## src/rtl/sm_arith_pkg.sv

```systemverilog
// ============================================================================
// Module      : sm_arith_pkg
// Description : Shared types and helpers for the sign-magnitude multiplier.
// Revision    : 1.0 - initial release
// ============================================================================
`default_nettype none

package sm_arith_pkg;

  typedef enum logic [1:0] {
    IDLE = 2'd0,
    CALC = 2'd1,
    DONE = 2'd2
  } sm_state_t;

  // Widest magnitude the sign-fix helper accepts; callers zero-extend.
  localparam int unsigned MAG_MAX_W = 128;

  function automatic int unsigned sm_prod_w(input int unsigned w);
    return 2 * w - 1;
  endfunction

  function automatic int unsigned sm_cnt_w(input int unsigned w);
    return (w < 2) ? 1 : $clog2(w);
  endfunction

  function automatic logic sm_neg_zero_fix(input logic sign,
                                           input logic [MAG_MAX_W-1:0] mag);
    return sign & (|mag);
  endfunction

endpackage

`default_nettype wire

```

## src/rtl/sm_shift_add_core.sv

```systemverilog
// ============================================================================
// Module      : sm_shift_add_core
// Description : Magnitude shift-add datapath, one multiplier bit per step.
// Revision    : 1.0 - initial release
// ============================================================================
`default_nettype none

module sm_shift_add_core
  import sm_arith_pkg::*;
#(
  parameter int W          = 4,
  parameter bit EARLY_EXIT = 1'b0
) (
  input  logic           clk,
  input  logic           rst_n,
  input  logic           load,
  input  logic           step,
  input  logic [W-2:0]   a_mag,
  input  logic [W-2:0]   b_mag,
  output logic [2*W-3:0] acc_nxt,
  output logic           done_bits
);

  localparam int unsigned c_m  = W - 1;
  localparam int unsigned c_cw = sm_cnt_w(W);
  localparam logic [c_cw-1:0] c_last = c_cw'(W - 2);

  logic [2*c_m-1:0] r_mcand;
  logic [2*c_m-1:0] r_acc;
  logic [c_m-1:0]   r_mplier;
  logic [c_cw-1:0]  r_cnt;
  logic [c_m-1:0]   w_mplier_shr;

  // done_bits flags that the step being taken now is the final one.
  always_comb begin
    w_mplier_shr = r_mplier >> 1;
    acc_nxt      = r_acc + (r_mplier[0] ? r_mcand : '0);
    done_bits    = (r_cnt == c_last);
    if (EARLY_EXIT) begin
      done_bits = done_bits | (w_mplier_shr == '0);
    end
  end

  always_ff @(posedge clk or negedge rst_n) begin
    if (!rst_n) begin
      r_mcand  <= '0;
      r_acc    <= '0;
      r_mplier <= '0;
      r_cnt    <= '0;
    end else if (load) begin
      r_mcand  <= {{c_m{1'b0}}, a_mag};
      r_acc    <= '0;
      r_mplier <= b_mag;
      r_cnt    <= '0;
    end else if (step) begin
      r_acc    <= acc_nxt;
      r_mcand  <= r_mcand << 1;
      r_mplier <= w_mplier_shr;
      r_cnt    <= r_cnt + 1'b1;
    end
  end

endmodule

`default_nettype wire

```

## src/rtl/serial_sm_multiplier.sv

```systemverilog
// ============================================================================
// Module      : serial_sm_multiplier
// Description : Sequential sign-magnitude multiplier with valid/ready I/O.
// Revision    : 1.0 - initial release
// ============================================================================
`default_nettype none

module serial_sm_multiplier
  import sm_arith_pkg::*;
#(
  parameter int W          = 4,
  parameter bit EARLY_EXIT = 1'b0
) (
  input  logic                clk,
  input  logic                rst_n,
  input  logic [W-1:0]        a,
  input  logic [W-1:0]        b,
  input  logic                in_valid,
  output logic                in_ready,
  output logic [2*W-2:0]      p,
  output logic                out_valid,
  input  logic                out_ready,
  output logic                busy
);

  localparam int unsigned c_pw = sm_prod_w(W);

  sm_state_t         r_state;
  sm_state_t         w_state_nxt;
  logic              r_sign;
  logic [c_pw-1:0]   r_p;
  logic              r_out_valid;
  logic              w_load;
  logic              w_step;
  logic              w_done_bits;
  logic [2*W-3:0]    w_acc_nxt;
  logic              w_sign_fixed;

  sm_shift_add_core #(
    .W          (W),
    .EARLY_EXIT (EARLY_EXIT)
  ) u_core (
    .clk       (clk),
    .rst_n     (rst_n),
    .load      (w_load),
    .step      (w_step),
    .a_mag     (a[W-2:0]),
    .b_mag     (b[W-2:0]),
    .acc_nxt   (w_acc_nxt),
    .done_bits (w_done_bits)
  );

  always_comb begin
    w_state_nxt = r_state;
    w_load      = 1'b0;
    w_step      = 1'b0;
    case (r_state)
      IDLE: begin
        if (in_valid) begin
          w_load      = 1'b1;
          w_state_nxt = CALC;
        end
      end
      CALC: begin
        w_step = 1'b1;
        if (w_done_bits) begin
          w_state_nxt = DONE;
        end
      end
      DONE: begin
        if (out_ready) begin
          w_state_nxt = IDLE;
        end
      end
      default: w_state_nxt = IDLE;
    endcase
  end

  // A zero magnitude never carries a negative sign.
  assign w_sign_fixed = sm_neg_zero_fix(r_sign, MAG_MAX_W'(w_acc_nxt));

  always_ff @(posedge clk or negedge rst_n) begin
    if (!rst_n) begin
      r_state     <= IDLE;
      r_sign      <= 1'b0;
      r_p         <= '0;
      r_out_valid <= 1'b0;
    end else begin
      r_state <= w_state_nxt;
      if (w_load) begin
        r_sign <= a[W-1] ^ b[W-1];
      end
      if (r_state == CALC && w_done_bits) begin
        r_p         <= {w_sign_fixed, w_acc_nxt};
        r_out_valid <= 1'b1;
      end else if (r_state == DONE && out_ready) begin
        r_out_valid <= 1'b0;
      end
    end
  end

  assign in_ready  = (r_state == IDLE);
  assign busy      = (r_state == CALC);
  assign p         = r_p;
  assign out_valid = r_out_valid;

endmodule

`default_nettype wire

```

## config.mk

```make
export PLATFORM = sky130hd
export DESIGN_NAME = serial_sm_multiplier
export DESIGN_NICKNAME = d
export VERILOG_FILES = /design/src/rtl/sm_arith_pkg.sv /design/src/rtl/sm_shift_add_core.sv /design/src/rtl/serial_sm_multiplier.sv
export SDC_FILE = /design/constraint.sdc
export NUM_CORES = 1
export LEC_CHECK = 0
export CAP_MARGIN = 20
export CORE_MARGIN = 5
export CORE_UTILIZATION = 65
export CTS_CLUSTER_DIAMETER = 200
export DETAILED_ROUTE_END_ITERATION = 8
export DONT_BUFFER_PORTS = 1
export PLACE_DENSITY = 0.81
export SYNTH_ARGS = -nofsm -noshare
export SYNTH_HDL_FRONTEND = slang
export SYNTH_SLANG_ARGS = --single-unit
```

## constraint.sdc

```tcl
create_clock -name clk -period 5.4 [get_ports clk]
set_input_delay 1.08 -clock clk [delete_from_list [all_inputs] [get_ports clk]]
set_output_delay 1.08 -clock clk [all_outputs]
set_load 0.005 [all_outputs]
```

==> key figures, run 1 <==
Die
  • Die area: approximately 3200 µm²
  • Die height: approximately 57 µm
  • Boundary Pins: 22
  • Starting Density: a little over two thirds
  • Core Rows: 16
  • CORE AREA: between 2000 and 2500 µm²
  • DIE WIDTH: about 57 µm

Placement
  • Dpl cells: roughly 160
  • DP HPWL: 2084 µm
  • Placed Area: 1420 µm²
  • IO Port Bufs: 0
  • Placer congestion estimate: 0.7732

Pwr
  • Switching Power: 288.9 µW
  • Combinational share of power: 37.6%
  • Leakage power: approximately 0.70 nW
  • Clock Power Share: a little under an eighth
  • Seq pwr share: 50.9%
  • Sw Share: 40.25%
  • P_int: 428.8 µW
  • Max VDD drop: about 0.40 mV
  • PwrDens: 497.5 nW/µm²
  • Total power: about 700 µW

Synth
  • Asr flop ratio synth: between 90% and 100%
  • Number of synthesized register bits: 28
  • Syn Area/Cell: a little over 10 µm²
  • Net Count, Synth: roughly 160
  • Post-synthesis sequential area ratio: 49.82%
  • EDFF count, synth: 0
  • Yosys warning count: 0
  • Mapped Area: between 1000 and 1500 µm²
  • Post-synth top flop: dfrtp_1
  • Distinct cells, synth: 35
  • Post-Synthesis Cells: 136

STA
  • Maximum operating frequency: 419.8 MHz
  • Slew margin rel.: 38.93%
  • Final setup vio count: 0
  • Crit path time final: 2.382 ns
  • Period utilisation layout: ~44%
  • Worst slew pin tran: around 0.9 ns
  • RSZ-0062 raised after global routing: no
  • Max-slew violation count: 0
  • Hold Violations, Final: 0
  • Clk_skew: ~0.005 ns
  • Setup_tns: 0 ns

Worst setup path
  • Reg2reg start: u_core.r_mplier[0]
  • Crit path max fanout: 12
  • WP data arrival: 1.30 ns
  • CP Launch Type: flip-flop
  • Worst endpoint required time: 4.32 ns
  • Setup Crit Path Kind: reg -> out
  • Crit. Startpoint: r_state[0]
  • Nature of the critical path endpoint: output port

Clock tree
  • CTS Hold Buffers Added: 0
  • TritonCTS Buffers: 3
  • Resized Gates After CTS: 0
  • Setup bufs post-CTS: 0
  • CTS clock-pin slew for the worst setup and hold paths: around 0.14 ns
  • Sink Count: 28
  • H-tree levels: 1
  • Clock latency on the worst-skew pair: approximately 0.32 ns
  • CTS tree: yes
  • CTS root buf: clkbuf_4
  • Max Root-Sink Buffers: 2

Routing
  • DRC: 0
  • Initial detailed-routing violation count: 20
  • DRT antenna net count: 0
  • Via density: 6.261
  • Aggregate routed wire length: roughly 2800 µm
  • Wire per inst: about 17 µm
  • Pre-antenna DRT Iters: 4
  • DR vias: between 1000 and 1500

Finish
  • Fin nets: ~160
  • Number of diodes: 0
  • Non-Filler Instances: between 150 and 200
  • Share of post-route cells with drive strength above 1: under 10%
  • Layout area overhead: 2.580%
  • Final instance area: approximately 1400 µm²
  • Final core occ: 72.06%

Global routing
  • Overflow left after global routing: 0
  • Initial antenna violation count: 0
  • Largest net degree at the start of global routing: 29
  • GRT Total Usage: 18.74%
  • Vias in the first global route: about 1100
  • Global-route wire length before repair: 4781 µm

Flow run
  • Max_cap viols: 0

Outcome
  • Status: complete, no violations

Worst hold path
  • Worst min path class: in -> async
[kinds of logic (layout without fill, tap and decap cells)]
group,after synthesis,count (layout),synth area share (%)
AOI/OAI and AO/OA,45,45,20.64
and+or+nand+nor,37,37,14.41
DFF,28,28,49.82
buffers and inverters,12,10,3.292
adders and majority gates,7,7,6.761
muxes,4,4,3.203
xor gates and xnor gates,3,3,1.869
[layout by cell type, fill, tap and decap left out, types with 4 or more instances in the layout]
cell,netlist,final
and2_2,4,4
inv_1,5,5
nor2b_1,5,5
nand2_1,13,13
a21oi_1,10,10
a22o_1,8,8
nor2_1,5,5
ha_1,6,6
o21ai_0,13,13
dfrtp_1,28,28
[per-stage QoR]
step,worst slack [ns],hold WS [ns]
detailed placement,3.080,0.4878
global route,2.883,0.4044
global placement,3.131,0.4792
finish,3.018,0.4313
CTS,3.019,0.4272
floorplan,3.285,0.4538
[synthesized netlist by cell type, types with 2 or more instances]
| master | number | area share (%) |
|---|---|---|
| dfrtp_1 | 28 | 50 |
| nand2_1 | 13 | 3.5 |
| o21ai_0 | 13 | 4.6 |
| a21oi_1 | 10 | 3.6 |
| a22o_1 | 8 | 5.0 |
| ha_1 | 6 | 5.3 |
| inv_1 | 5 | 1.3 |
| nor2_1 | 5 | 1.3 |
| nor2b_1 | 5 | 2.2 |
| and2_2 | 4 | 2.1 |
| clkbuf_1 | 4 | 1.1 |
| a22oi_1 | 3 | 1.6 |
| mux2_1 | 3 | 2.4 |
| a21o_1 | 2 | 1.1 |
| and2_1 | 2 | 0.89 |
| and3b_1 | 2 | 1.2 |
| inv_2 | 2 | 0.53 |
| o21ai_1 | 2 | 0.71 |
| o31ai_1 | 2 | 1.1 |
| xnor2_1 | 2 | 1.2 |
[sequential cells by signal (all words and copies together) (netlist names)]
name             cells
p                    7
u_core.r_mplier      3
r_sign               1
u_core.r_cnt         2
out_valid            1
u_core.r_acc         6
u_core.r_mcand       6
r_state              2
[worst max-delay path, cell delays in order (launching register included)]
cell	delay (ns)
dfrtp_1	0.56
nand2_1	0.19
inv_2	0.23
[path summary, 6_finish.rpt]
kind                              endpoint  slack [ns]  depth (start not counted)
hold reg to reg            u_core.r_cnt[1]        0.52                          2
hold / removal                        p[1]        0.43                          0
max in group asynchronous             p[6]        4.89                          0
setup reg to reg                      p[6]        3.04                          8
setup / recovery                      busy        3.02                          2
min in group clk           u_core.r_cnt[1]        0.52                          2
[layout make-up]
| cell class | instances | area, µm² |
|---|---|---|
| flip-flops and latches | 28 | 700.7 |
| multi-input cells | 96 | 659.4 |
| clock buffers | 3 | 22.52 |
| well taps | 27 | 33.78 |
| inverters | 7 | 26.28 |
| fillers | 143 | 559.3 |
[routing by layer]
layer  wire length [µm]  global-route usage [%]
met1               1266                   24.60
met2               1308                   29.54
met5                  0                       0
met3                177                   4.128
met4                 32                   8.136
[power by group through the flow]
stage	logic [mW]	registers, mW	clock network [mW]
3_5_place_dp	0.268	0.370	0
3_3_place_gp	0.255	0.367	0
2_1_floorplan	0.238	0.335	0
6_report	0.270	0.366	0.0825
5_1_grt	0.307	0.378	0.0935
4_1_cts	0.269	0.365	0.0839
Power figures use the tool's default switching activity.
==> inputs of run 2 (changes only) <==
--- a/config.mk
+++ b/config.mk
@@ -7,11 +7,11 @@
 export LEC_CHECK = 0
 export CAP_MARGIN = 20
 export CORE_MARGIN = 5
-export CORE_UTILIZATION = 65
+export CORE_UTILIZATION = 61
 export CTS_CLUSTER_DIAMETER = 200
 export DETAILED_ROUTE_END_ITERATION = 8
 export DONT_BUFFER_PORTS = 1
-export PLACE_DENSITY = 0.81
+export PLACE_DENSITY = 0.77
 export SYNTH_ARGS = -nofsm -noshare
 export SYNTH_HDL_FRONTEND = slang
 export SYNTH_SLANG_ARGS = --single-unit
==> constraint.sdc (replaced) <==
create_clock -name clk -period 2.3 [get_ports clk]
set_input_delay 0.46 -clock clk [delete_from_list [all_inputs] [get_ports clk]]
set_output_delay 0.46 -clock clk [all_outputs]
set_load 0.005 [all_outputs]
==> key figures, run 2 (synthesized netlist as in run 1, its figures left out) <==
Clock tree
  • CTS root buf: clkbuf_4
  • TritonCTS Buffers: 3
  • Sink Count: 28
  • H-tree levels: 1
  • CTS tree: yes
  • Max Root-Sink Buffers: 2
  • CTS clock-pin slew for the worst setup and hold paths: between 0.1 and 0.15 ns
  • Setup bufs post-CTS: 0
  • Clock latency on the worst-skew pair: around 0.32 ns

Die
  • Die height: 58.02 µm
  • Boundary Pins: 22
  • DIE WIDTH: about 58 µm
  • Die area: about 3400 µm²
  • Starting Density: 63.57%
  • Core Rows: 17
  • CORE AREA: between 2000 and 2500 µm²

STA
  • RSZ-0062 raised after global routing: no
  • Slew margin rel.: about four fifths
  • Crit path time final: 2.185 ns
  • Hold Violations, Final: 0
  • Setup_tns: 0 ns
  • Worst slew pin tran: approximately 0.31 ns
  • Period utilisation layout: around 95%
  • Final setup vio count: 0
  • Setup ws final: around 0.11 ns
  • Clk_skew: roughly 0.0063 ns
  • Max-slew violation count: 0
  • Maximum operating frequency: 457.6 MHz

Global routing
  • Largest net degree at the start of global routing: 29
  • Vias in the first global route: 1047
  • Global-route wire length before repair: around 4900 µm
  • GRT Total Usage: 18.86%
  • Initial antenna violation count: 0
  • Overflow left after global routing: 0

Finish
  • Final core occ: about two thirds
  • Multi-input logic area: 659.4 µm²
  • Fill cell count: around 180
  • Register area: 701.9 µm²
  • Layout area overhead: 6.939%
  • Commonest cells after routing, fill and taps aside: dfrtp_1 (27), nand2_1 (13), o21ai_0 (13), a21oi_1 (10), a22o_1 (8)
  • Share of post-route cells with drive strength above 1: about an eighth
  • Largest register FFs: 7
  • Fin nets: approximately 160
  • Number of diodes: 0
  • Most common cell after layout, fill and taps aside: dfrtp_1

Routing
  • Initial detailed-routing violation count: 24
  • DRT antenna net count: 0
  • DR vias: ~1000
  • Aggregate routed wire length: roughly 2600 µm
  • DRC: 0
  • Via density: 6.096
  • Wire per inst: roughly 16 µm
  • Pre-antenna DRT Iters: 4

Pwr
  • Seq pwr share: between 40% and 50%
  • Max VDD drop: ~0.77 mV
  • Sw Share: 39.40%
  • Combinational share of power: a little under two fifths
  • Switching Power: between 600 and 700 µW
  • P_int: 1.069 mW
  • Leakage power: ~0.73 nW
  • Total power: approximately 1.8 mW
  • Clock Power Share: 13.3%
  • PwrDens: ~1200 nW/µm²

Placement
  • IO Port Bufs: 0
  • DP HPWL: approximately 1900 µm
  • Setup slack at placement: 0.07515 ns
  • Placer congestion estimate: roughly 0.86

Worst setup path
  • Crit path max fanout: 8
  • Crit. Startpoint: u_core.r_mplier[0]
  • Reg2reg path depth: 8
  • Reg2reg end: p[6]
  • Max stage delay cell, worst path: dfrtp_2
  • Flop2flop setup slack: ~0.11 ns
  • CP peak stage delay: ~0.44 ns
  • WP data arrival: between 2 and 2.5 ns
  • Crit path cell chain: and2_2, ha_1, inv_1, fa_1, xor2_1, nand3b_1, or3_1, o31a_1
  • CP Launch Type: flip-flop
  • Setup Crit Path Kind: reg -> reg
  • Reg2reg start: u_core.r_mplier[0]
  • Nature of the critical path endpoint: flip-flop
  • Critical Path End: p[6]
  • Worst endpoint required time: 2.52 ns

Flow run
  • Max_cap viols: 0

Worst hold path
  • Hold Path Origin: out_ready
  • Worst min path class: in -> reg

Outcome
  • Status: complete, no violations
-- run 2: metrics by stage --
step | std cells | hold WS, ns | cell area, µm²
6_report | 167 | 0.2032 | 1504
5_1_grt | 167 | 0.1707 | 1504
4_1_cts | 167 | 0.2024 | 1503
3_5_place_dp | 161 | 0.1651 | 1436
3_3_place_gp | 161 | 0.1651 | 1436
2_1_floorplan | 136 | 0.1644 | 1406
-- run 2: worst min path at each step --
| stage | to | slack (ns) | cells past startpoint |
|---|---|---|---|
| floorplan | out_valid | 0.16 | 0 |
| global placement | u_core.r_cnt[0] | 0.17 | 0 |
| detailed placement | u_core.r_acc[1] | 0.17 | 0 |
| CTS | r_state[1] | 0.20 | 1 |
| global route | r_state[1] | 0.17 | 1 |
| finish | r_state[1] | 0.20 | 1 |
-- run 2: cell type report --
cell class,count,share of cell area (%)
sequential,28,46.67
clock buffer,4,2.413
inverter,7,1.747
multi-input combinational,96,43.84
timing repair buffer,4,2.995
tap,28,2.329
-- run 2: power by group through the flow --
stage | combinational [mW] | sequential (mW) | clock (mW)
5_1_grt | 0.760 | 0.892 | 0.270
2_1_floorplan | 0.559 | 0.786 | 0
4_1_cts | 0.678 | 0.859 | 0.242
3_3_place_gp | 0.637 | 0.861 | 0
3_5_place_dp | 0.661 | 0.869 | 0
6_report | 0.667 | 0.861 | 0.235
-- run 2: metal layers --
layer | global-route usage (%) | part of all wire, % | vias up
met5 | 0 | 0 | -
met3 | 4.454 | 5.0 | 4
met2 | 28.71 | 45 | 28
met4 | 5.960 | 0.80 | 0
met1 | 26.60 | 49 | 497
li1 | - | - | 489
-- run 2: timing repair --
item	4_1_cts	5_1_grt
hold buffers	2	0
endpoints found under the setup margin	0	1
resized for setup	0	1
endpoints found under the hold margin	28	0
-- run 2: critical path, delay by kind of cell, from the launching register on --
kind            cells  cell delay [ns]
xor+xnor            1             0.25
fa+ha+maj           2             0.54
compound gates      1             0.24
flops               1             0.44
buf+inv             1             0.06
simple gates        3             0.56
==> inputs of run 3 (changes only) <==
--- a/config.mk
+++ b/config.mk
@@ -7,11 +7,11 @@
 export LEC_CHECK = 0
 export CAP_MARGIN = 20
 export CORE_MARGIN = 5
-export CORE_UTILIZATION = 61
+export CORE_UTILIZATION = 55
 export CTS_CLUSTER_DIAMETER = 200
 export DETAILED_ROUTE_END_ITERATION = 8
 export DONT_BUFFER_PORTS = 1
-export PLACE_DENSITY = 0.77
+export PLACE_DENSITY = 0.73
 export SYNTH_ARGS = -nofsm -noshare
 export SYNTH_HDL_FRONTEND = slang
 export SYNTH_SLANG_ARGS = --single-unit
==> constraint.sdc (replaced) <==
create_clock -name clk -period 1.95 [get_ports clk]
set_input_delay 0.39 -clock clk [delete_from_list [all_inputs] [get_ports clk]]
set_output_delay 0.39 -clock clk [all_outputs]
set_load 0.005 [all_outputs]
==> key figures, run 3 (synthesized netlist as in run 1, its figures left out) <==
STA
  • Period utilisation layout: 105.0%
  • Slew margin rel.: between 60% and 70%
  • Hold_ws: approximately 0.13 ns
  • Setup ws final: -0.09845 ns
  • RSZ-0062 raised after global routing: yes
  • Hold Violations, Final: 0
  • Worst slew pin tran: approximately 0.53 ns
  • Crit path time final: 2.048 ns
  • Max-slew violation count: 0
  • Final setup vio count: 2
  • Clk_skew: approximately 0.014 ns
  • Maximum operating frequency: a little under 500 MHz

Placement
  • IO Port Bufs: 0
  • Placer congestion estimate: approximately 0.84
  • DP HPWL: roughly 2200 µm
  • Placed Area: 1597 µm²

Die
  • Core Rows: 18
  • Boundary Pins: 22
  • Starting Density: a little under three fifths
  • DIE WIDTH: a little over 60 µm
  • Die area: ~3700 µm²
  • CORE AREA: approximately 2500 µm²
  • Die height: 60.57 µm

Finish
  • Largest register FFs: 7
  • Layout area overhead: 22.69%
  • Commonest cells after routing, fill and taps aside: dfrtp_1 (27), buf_4 (22), o21ai_0 (13), nand2_1 (12), a21oi_1 (9)
  • Multi-input logic area: 728.2 µm²
  • Most common cell after layout, fill and taps aside: dfrtp_1
  • Share of post-route cells with drive strength above 1: between 30% and 40%
  • Fin nets: about 180
  • Register area: between 700 and 800 µm²
  • Fill cell count: approximately 170
  • Number of diodes: 0
  • Final instance area: around 1700 µm²

Outcome
  • Failing checks: setup timing
  • Status: finished, violations left

Worst hold path
  • WHS Path Cells: 1
  • Worst min path class: in -> reg

Flow run
  • Max_cap viols: 0

Routing
  • Pre-antenna DRT Iters: 4
  • DRT antenna net count: 0
  • DR vias: between 1000 and 1500
  • Via density: between 5 and 6
  • DRC: 0
  • Initial detailed-routing violation count: 25
  • Wire per inst: 15.90 µm
  • Aggregate routed wire length: between 3000 and 4000 µm

Pwr
  • Max VDD drop: between 1 and 1.5 mV
  • PwrDens: approximately 1400 nW/µm²
  • Leakage power: about 0.84 nW

Worst setup path
  • WP data arrival: roughly 2.3 ns
  • Nature of the critical path endpoint: flip-flop
  • Crit path max fanout: 7
  • Reg2reg path depth: 8
  • CP Launch Type: flip-flop
  • Setup Crit Path Kind: reg -> reg
  • Worst endpoint required time: roughly 2.2 ns

Clock tree
  • Sink Count: 28
  • TritonCTS Buffers: 3
  • Max Root-Sink Buffers: 2
  • H-tree levels: 1
  • CTS clock-pin slew for the worst setup and hold paths: between 0.15 and 0.2 ns
  • CTS root buf: clkbuf_4
  • CTS tree: yes
  • Clock latency on the worst-skew pair: around 0.33 ns

Global routing
  • GRT Total Usage: a little under a fifth
  • Overflow left after global routing: 0
  • Largest net degree at the start of global routing: 29
  • Global-route wire length before repair: between 5000 and 6000 µm
  • Initial antenna violation count: 0
  • Vias in the first global route: 1148
run 3: cell types whose count changed in the layout (fill, tap and decap cells not counted), moves of 2 or more:
cell and delta:
and2_2 -2, inv_1 -2, buf_4 +20, inv_2 +2, ha_4 +2, ha_1 -2, and2_4 +2
run 3: repair_timing:
item,CTS,global route
gates resized for setup,9,6
pin swaps,3,4
setup endpoints to repair,4,6
hold buffers,2,0
buffers inserted,1,0
hold endpoints to repair,28,0
run 3: final timing paths:
check                                   startpoint         endpoint  slack [ns]
worst max-delay path            u_core.r_mplier[0]             p[6]        -0.1
worst min-delay path                     out_ready       r_state[1]        0.13
worst max register to register  u_core.r_mplier[0]             p[6]        -0.1
worst min register to register     u_core.r_cnt[0]  u_core.r_cnt[0]        0.51
max in group asynchronous                    rst_n  u_core.r_cnt[1]        1.32
min in group asynchronous                    rst_n             p[3]        0.46
run 3: power breakdown:
group	switching (mW)	internal, mW	total (mW)	leakage, nW
registers	0.172	0.800	0.972	0.366
logic	0.581	0.580	1.16	0.453
clock network	0.174	0.114	0.288	0.0210
total	0.926	1.49	2.42	0.840
run 3: final cells by class:
cell class | instances | share of cell area, %
multi-input cells | 96 | 42.20
clock buffers | 4 | 2.103
inverters | 7 | 1.523
repair buffers | 24 | 11.31
well taps | 30 | 2.175
flip-flops and latches | 28 | 40.68
run 3: metrics by stage:
stage / TNS (ns) / std cells / utilization [%] / total power [mW] / setup WS, ns
after floorplan: -0.02473 / 136 / - / 1.604 / -0.02473
after global routing: -0.3045 / 189 / 70.29 / 2.617 / -0.1753
after global placement: -0.04410 / 182 / 65.04 / 1.996 / -0.03824
after CTS: -0.1157 / 189 / 69.52 / 2.398 / -0.09030
after detailed placement: -0.1913 / 182 / 65.04 / 2.040 / -0.1215
final: -0.1177 / 189 / 70.29 / 2.420 / -0.09845
run 3: critical path, cell delays in order (launching register included):
cell      delay, ns
dfrtp_2        0.46
and2_4         0.17
ha_4           0.12
inv_2          0.04
fa_2           0.37
xor2_2         0.16
nand3b_1       0.08
or3_1          0.31
o31a_1         0.24
run 3: metal layers:
| layer | routed length (µm) | share of wire (%) | GRT usage (%) |
|---|---|---|---|
| met4 | 29 | 0.96 | 6.192 |
| met3 | 145 | 4.8 | 3.830 |
| met1 | 1315 | 44 | 24.97 |
| met2 | 1516 | 50 | 30.53 |
| met5 | 0 | 0 | 0 |
